### config.mk
export PLATFORM = sky130hd
export DESIGN_NAME = time_set_controller
export DESIGN_NICKNAME = d
export VERILOG_FILES = /design/src/rtl/clock_pkg.sv /design/src/rtl/wrap_counter_field.sv /design/src/rtl/time_set_controller.sv
export SDC_FILE = /design/constraint.sdc
export NUM_CORES = 1
export LEC_CHECK = 0
export CORE_MARGIN = 10
export CORE_UTILIZATION = 33
export DETAILED_ROUTE_END_ITERATION = 16
export SKIP_CTS_REPAIR_TIMING = 1
export SLEW_MARGIN = 40
export SYNTH_ARGS = -nofsm -noshare
export SYNTH_HDL_FRONTEND = slang
export SYNTH_SLANG_ARGS = --single-unit
### constraint.sdc
create_clock -name clk -period 5.5 [get_ports clk]
set_clock_uncertainty 0.2 [all_clocks]
set_input_delay 0.55 -clock clk [delete_from_list [all_inputs] [get_ports clk]]
set_output_delay 0.55 -clock clk [all_outputs]
set_load 0.01 [all_outputs]
### src/rtl/clock_pkg.sv
// Shared state codes, field-select codes and field limits for the
// front-panel time/alarm editing logic.
package clock_pkg;

  typedef logic [2:0] state_t;
  localparam state_t ST_IDLE      = 3'd0;
  localparam state_t ST_EDIT_HOUR = 3'd1;
  localparam state_t ST_EDIT_MIN  = 3'd2;
  localparam state_t ST_EDIT_SEC  = 3'd3;
  localparam state_t ST_COMMIT    = 3'd4;

  typedef logic [1:0] field_t;
  localparam field_t FIELD_NONE = 2'd0;
  localparam field_t FIELD_HOUR = 2'd1;
  localparam field_t FIELD_MIN  = 2'd2;
  localparam field_t FIELD_SEC  = 2'd3;

  localparam logic [7:0] MAX_HOUR   = 8'd23;
  localparam logic [7:0] MAX_MINSEC = 8'd59;

  function automatic logic is_edit_state(input state_t s);
    return (s == ST_EDIT_HOUR) || (s == ST_EDIT_MIN) || (s == ST_EDIT_SEC);
  endfunction

endpackage

### src/rtl/wrap_counter_field.sv
// One editable time field: modulo-(MAX+1) up/down stepping, with a load
// that replaces any out-of-range value by zero.
module wrap_counter_field
  import clock_pkg::*;
#(
  parameter logic [7:0] MAX = MAX_MINSEC
) (
  input  logic       clk,
  input  logic       reset,
  input  logic       load,
  input  logic [7:0] load_val,
  input  logic       step_up,
  input  logic       step_dn,
  output logic [7:0] value
);

  always_ff @(posedge clk or posedge reset) begin
    if (reset) begin
      value <= 8'd0;
    end else if (load) begin
      value <= (load_val > MAX) ? 8'd0 : load_val;
    end else if (step_up) begin
      value <= (value >= MAX) ? 8'd0 : value + 8'd1;
    end else if (step_dn) begin
      value <= (value == 8'd0) ? MAX : value - 8'd1;
    end
  end

endmodule

### src/rtl/time_set_controller.sv
// Front-panel edit controller: turns button levels into an hour/min/sec edit
// session that ends in a one-cycle set_time or set_alarm commit strobe.
module time_set_controller
  import clock_pkg::*;
#(
  parameter int TIMEOUT_CYCLES = 30,
  parameter int REPEAT_DELAY   = 2,
  parameter int CNT_W          = 8
) (
  input  logic       clk,
  input  logic       reset,
  input  logic       btn_mode,
  input  logic       btn_inc,
  input  logic       btn_dec,
  input  logic       btn_confirm,
  input  logic       btn_cancel,
  input  logic       target_sel,
  input  logic [7:0] cur_sec,
  input  logic [7:0] cur_min,
  input  logic [7:0] cur_hour,
  output logic       set_time,
  output logic       set_alarm,
  output logic [7:0] out_sec,
  output logic [7:0] out_min,
  output logic [7:0] out_hour,
  output logic       edit_active,
  output logic [1:0] edit_field,
  output logic       edit_target
);

  localparam logic [CNT_W-1:0] TIMEOUT_LAST = CNT_W'(TIMEOUT_CYCLES - 1);
  localparam logic [CNT_W-1:0] REPEAT_LAST  = CNT_W'(REPEAT_DELAY - 1);

  state_t     state, state_nxt;
  logic [4:0] btn_now, btn_prev, btn_edge;
  logic       mode_edge, inc_edge, dec_edge, confirm_edge, cancel_edge;
  logic [CNT_W-1:0] rpt_cnt, idle_cnt;
  logic       rpt_ok, inc_evt, dec_evt, step_up, step_dn;
  logic       activity, timed_out, in_edit;
  logic       load, do_commit;
  logic       hour_up, hour_dn, min_up, min_dn, sec_up, sec_dn;
  logic [7:0] edit_hour, edit_min, edit_sec;
  logic [7:0] shadow_hour, shadow_min, shadow_sec;
  logic [7:0] load_hour, load_min, load_sec;

  assign btn_now  = {btn_cancel, btn_confirm, btn_mode, btn_inc, btn_dec};
  assign btn_edge = btn_now & ~btn_prev;
  assign {cancel_edge, confirm_edge, mode_edge, inc_edge, dec_edge} = btn_edge;

  always_ff @(posedge clk or posedge reset) begin
    if (reset) btn_prev <= 5'd0;
    else       btn_prev <= btn_now;
  end

  // Held cycles since the last inc/dec press; saturates so long holds keep repeating.
  always_ff @(posedge clk or posedge reset) begin
    if (reset) begin
      rpt_cnt <= '0;
    end else if (inc_edge || dec_edge) begin
      rpt_cnt <= '0;
    end else if (btn_inc || btn_dec) begin
      if (rpt_cnt != '1) rpt_cnt <= rpt_cnt + CNT_W'(1);
    end else begin
      rpt_cnt <= '0;
    end
  end

  assign rpt_ok    = !(inc_edge || dec_edge) && (rpt_cnt >= REPEAT_LAST);
  assign inc_evt   = inc_edge || (btn_inc && rpt_ok);
  assign dec_evt   = dec_edge || (btn_dec && rpt_ok);
  assign step_up   = inc_evt && !dec_evt;
  assign step_dn   = dec_evt && !inc_evt;
  assign activity  = (|btn_edge) || ((btn_inc || btn_dec) && rpt_ok);
  assign in_edit   = is_edit_state(state);
  assign timed_out = in_edit && !activity && (idle_cnt == TIMEOUT_LAST);

  always_ff @(posedge clk or posedge reset) begin
    if (reset)                               idle_cnt <= '0;
    else if (!in_edit || activity || timed_out) idle_cnt <= '0;
    else                                     idle_cnt <= idle_cnt + CNT_W'(1);
  end

  always_comb begin
    state_nxt = state;
    load      = 1'b0;
    do_commit = 1'b0;
    hour_up   = 1'b0;
    hour_dn   = 1'b0;
    min_up    = 1'b0;
    min_dn    = 1'b0;
    sec_up    = 1'b0;
    sec_dn    = 1'b0;
    case (state)
      ST_IDLE: begin
        if (mode_edge) begin
          load      = 1'b1;
          state_nxt = ST_EDIT_HOUR;
        end
      end
      ST_EDIT_HOUR, ST_EDIT_MIN, ST_EDIT_SEC: begin
        if (cancel_edge) begin
          state_nxt = ST_IDLE;
        end else if (confirm_edge) begin
          do_commit = 1'b1;
          state_nxt = ST_COMMIT;
        end else if (mode_edge) begin
          if (state == ST_EDIT_HOUR)     state_nxt = ST_EDIT_MIN;
          else if (state == ST_EDIT_MIN) state_nxt = ST_EDIT_SEC;
          else                           state_nxt = ST_EDIT_HOUR;
        end else if (timed_out) begin
          state_nxt = ST_IDLE;
        end else begin
          hour_up = (state == ST_EDIT_HOUR) && step_up;
          hour_dn = (state == ST_EDIT_HOUR) && step_dn;
          min_up  = (state == ST_EDIT_MIN)  && step_up;
          min_dn  = (state == ST_EDIT_MIN)  && step_dn;
          sec_up  = (state == ST_EDIT_SEC)  && step_up;
          sec_dn  = (state == ST_EDIT_SEC)  && step_dn;
        end
      end
      ST_COMMIT: state_nxt = ST_IDLE;
      default:   state_nxt = ST_IDLE;
    endcase
  end

  always_ff @(posedge clk or posedge reset) begin
    if (reset) begin
      state       <= ST_IDLE;
      edit_target <= 1'b0;
    end else begin
      state <= state_nxt;
      if (load) edit_target <= target_sel;
    end
  end

  // Outputs and the alarm shadow load on the confirm edge so they are valid with the strobe.
  always_ff @(posedge clk or posedge reset) begin
    if (reset) begin
      out_hour    <= 8'd0;
      out_min     <= 8'd0;
      out_sec     <= 8'd0;
      shadow_hour <= 8'd0;
      shadow_min  <= 8'd0;
      shadow_sec  <= 8'd0;
    end else if (do_commit) begin
      out_hour <= edit_hour;
      out_min  <= edit_min;
      out_sec  <= edit_sec;
      if (edit_target) begin
        shadow_hour <= edit_hour;
        shadow_min  <= edit_min;
        shadow_sec  <= edit_sec;
      end
    end
  end

  assign load_hour = target_sel ? shadow_hour : cur_hour;
  assign load_min  = target_sel ? shadow_min  : cur_min;
  assign load_sec  = target_sel ? shadow_sec  : cur_sec;

  wrap_counter_field #(.MAX(MAX_HOUR)) u_hour (
    .clk(clk), .reset(reset), .load(load), .load_val(load_hour),
    .step_up(hour_up), .step_dn(hour_dn), .value(edit_hour)
  );

  wrap_counter_field #(.MAX(MAX_MINSEC)) u_min (
    .clk(clk), .reset(reset), .load(load), .load_val(load_min),
    .step_up(min_up), .step_dn(min_dn), .value(edit_min)
  );

  wrap_counter_field #(.MAX(MAX_MINSEC)) u_sec (
    .clk(clk), .reset(reset), .load(load), .load_val(load_sec),
    .step_up(sec_up), .step_dn(sec_dn), .value(edit_sec)
  );

  assign set_time    = (state == ST_COMMIT) && !edit_target;
  assign set_alarm   = (state == ST_COMMIT) && edit_target;
  assign edit_active = in_edit;

  always_comb begin
    edit_field = FIELD_NONE;
    case (state)
      ST_EDIT_HOUR: edit_field = FIELD_HOUR;
      ST_EDIT_MIN:  edit_field = FIELD_MIN;
      ST_EDIT_SEC:  edit_field = FIELD_SEC;
      default:      edit_field = FIELD_NONE;
    endcase
  end

endmodule

==> impl_metrics.toml <==
[setup_path]
crit_type = "reg -> reg"
cp-start-kind = "register"
crit_arrival_ns = 3.08
cp.required_ns = 5.60
crit_fanout = 13
crit_path_end_kind = "register"

[timing]
post-route-period-util = 0.543
worstMarginPinSlew_ns = 0.693
timing.final.ws_setup_ns = 2.52
slew_headroom = 0.534
setup_tns_ns = 0
holdWs_ns = 0.286
setup_viol_count_final = 0
hold_viol = 0
layout_min_cycle_time_ns = 2.98
grt_setup_unrepaired = "false"
slew_viol_final = 0
fmax_mhz = 335

[floorplanning]
io_pins = 62
fp.dieArea_um2 = 22600
rows = 47
die_h_um = 150
start_util = 0.337
core_um2 = 16600
die_x_um = 150

[finish]
final_core_util = 0.403
layout_commonest_cell = "dfrtp_1"
syn_to_final_growth_pct = 19.4
layout_common_cells = "97 x dfrtp_1, 61 x clkdlybuf4s50_1, 56 x nor2_1, 55 x mux2_2, 49 x nand2_1"
fin_nets = 671
num-fill-cells = 1616
antenna_cells = 0
drive_gt1_frac = 0.157

[cts]
cts_tree = "yes"
cts_buffers = 9
htreeDepth = 3
cts.sinks = 97
cts.path.max_buffers = 2
clk_latency_ns = 0.35
clockRootBuffer = "clkbuf_16"
clk_pin_slew_ns = 0.07

[global_routing]
grt_max_degree = 58
grt_first_pass_wirelength_um = 23600
grt_usage = 0.129
overflow = 0
grt_pass1_vias = 4463
antenna_found_initial = 0

[detailed_routing]
drcViolationCount = 0
viasPerCell = 5.33
totalWireLength_um = 14100
dr.pass1.iters = 5
wl_per_cell_um = 16.6
vias = 4527
ant_nets = 0
drt_iter0_drc = 401

[synth]
synth_fp_nets = 626
synth_cell_types = 72
yosys_warnings = 0
syn_inst = 580
yosysSeqAreaShare = 0.432
ys_seq_elements = 97
synth_edf_count = 0
synth_flop_cell = "dfrtp_1"
syn-mean-instance-area_um2 = 9.68
syn_area_um2 = 5610
synthArstFlopShare = 1.00

[power]
power_density_nw_per_um2 = 412
p_total_mw = 2.76
p_leak_nw = 2.83
irDropWorstVdd_uv = 172

[placed_design]
port_buffers = 61
place_ws_ns = 2.13
place_hpwl_um = 10200
place.gp.congestion = 0.888

[status]
status = "finished, final reports clean"

[job]
drv_cap = 0

[hold_path]
hp-class = "reg -> reg"
synthesized netlist by cell type (all sizes together), types with 3 or more instances:
| library cell | count | area share |
|---|---|---|
| nor4 | 11 | 0.014 |
| o211ai | 6 | 0.0080 |
| nor2b | 10 | 0.011 |
| xnor2 | 4 | 0.0062 |
| a32oi | 3 | 0.0047 |
| inv | 17 | 0.011 |
| mux2 | 55 | 0.11 |
| buf | 10 | 0.010 |
| or3 | 6 | 0.0069 |
| and3 | 9 | 0.010 |
| nand2 | 50 | 0.033 |
| nand3 | 30 | 0.027 |
| o21a | 4 | 0.0054 |
| nor3 | 12 | 0.011 |
| o31ai | 6 | 0.0080 |
| o21ai | 26 | 0.024 |
| a211o | 3 | 0.0049 |
| or2b | 3 | 0.0047 |
| ha | 14 | 0.031 |
| a21o | 3 | 0.0040 |
| nand3b | 7 | 0.0094 |
| a31oi | 9 | 0.011 |
| a22oi | 4 | 0.0054 |
| nor4b | 3 | 0.0058 |
| nor3b | 5 | 0.0067 |
| a211oi | 4 | 0.0054 |
| or4b | 3 | 0.0060 |
| clkbuf | 20 | 0.015 |
| dfrtp | 97 | 0.43 |
| nand2b | 6 | 0.0067 |
| a21oi | 24 | 0.021 |
| nand4 | 9 | 0.010 |
| o22a | 3 | 0.0051 |
| mux2i | 7 | 0.012 |
| nor2 | 56 | 0.037 |
| xor2 | 13 | 0.020 |
cell families (layout without fill, tap and decap cells):
| family | Yosys count | count (layout) | share of synthesized area |
|---|---|---|---|
| xor+xnor | 17 | 17 | 0.0265 |
| buf+inv | 48 | 98 | 0.0386 |
| fa+ha+maj | 14 | 14 | 0.0312 |
| simple gates | 232 | 232 | 0.218 |
| compound gates | 110 | 110 | 0.131 |
| flops | 97 | 97 | 0.432 |
| mux | 62 | 62 | 0.123 |
critical path: stages (launching register included):
cell and delay (ns):
dfrtp_1 0.51, or3b_2 0.52, nor4_1 0.54, and4_1 0.60, and3_1 0.24, nor3b_1 0.18
o21a_1 0.13
per-layer routing:
metal,track usage,vias up,wire length (um)
met1,0.162,2217,6240
met3,0.0336,10,767
met2,0.211,104,6990
met5,0,-,0
li1,-,2196,-
met4,0.0379,0,134
power by group:
part / switching [mW] / internal [mW] / total, mW
logic: 0.472 / 0.502 / 0.974
clock network: 0.286 / 0.356 / 0.643
registers: 0.246 / 0.900 / 1.15
metrics by stage:
step	instances	area (um2)
4_1_cts	850	6690
3_3_place_gp	834	6390
2_1_floorplan	580	5610
6_report	850	6700
3_5_place_dp	834	6390
5_1_grt	850	6700
registers in the layout, summed over array words and instances, names as in the netlist:
name          cells
rpt_cnt           8
out_sec           8
idle_cnt          8
out_hour          8
state             3
u_sec.value       8
btn_prev          5
u_min.value       8
edit_target       1
u_hour.value      8
shadow_min        8
out_min           8
shadow_hour       8
shadow_sec        8
cell type report:
class / count / area [um2] / share of cell area
Tap cell: 220 / 275 / 0.0411
Timing Repair Buffer: 65 / 641 / 0.0956
Clock buffer: 9 / 225 / 0.0336
Clock inverter: 7 / 77.6 / 0.0116
Sequential cell: 97 / 2430 / 0.362
Multi-Input combinational cell: 435 / 2990 / 0.446
Inverter: 17 / 68.8 / 0.0103
worst paths after layout:
path | start | to | slack (ns) | cells after the start
max in group asynchronous | reset | u_hour.value[7] | 3.74 | 3
worst min register to register | shadow_hour[1] | shadow_hour[1] | 0.29 | 2
worst max-delay path | state[2] | u_hour.value[5] | 2.52 | 6
min in group asynchronous | reset | btn_prev[3] | 0.42 | 2
worst max register to register | state[2] | u_hour.value[5] | 2.52 | 6
worst min-delay path | shadow_hour[1] | shadow_hour[1] | 0.29 | 2
No activity file was read; power rests on OpenSTA's default activity.
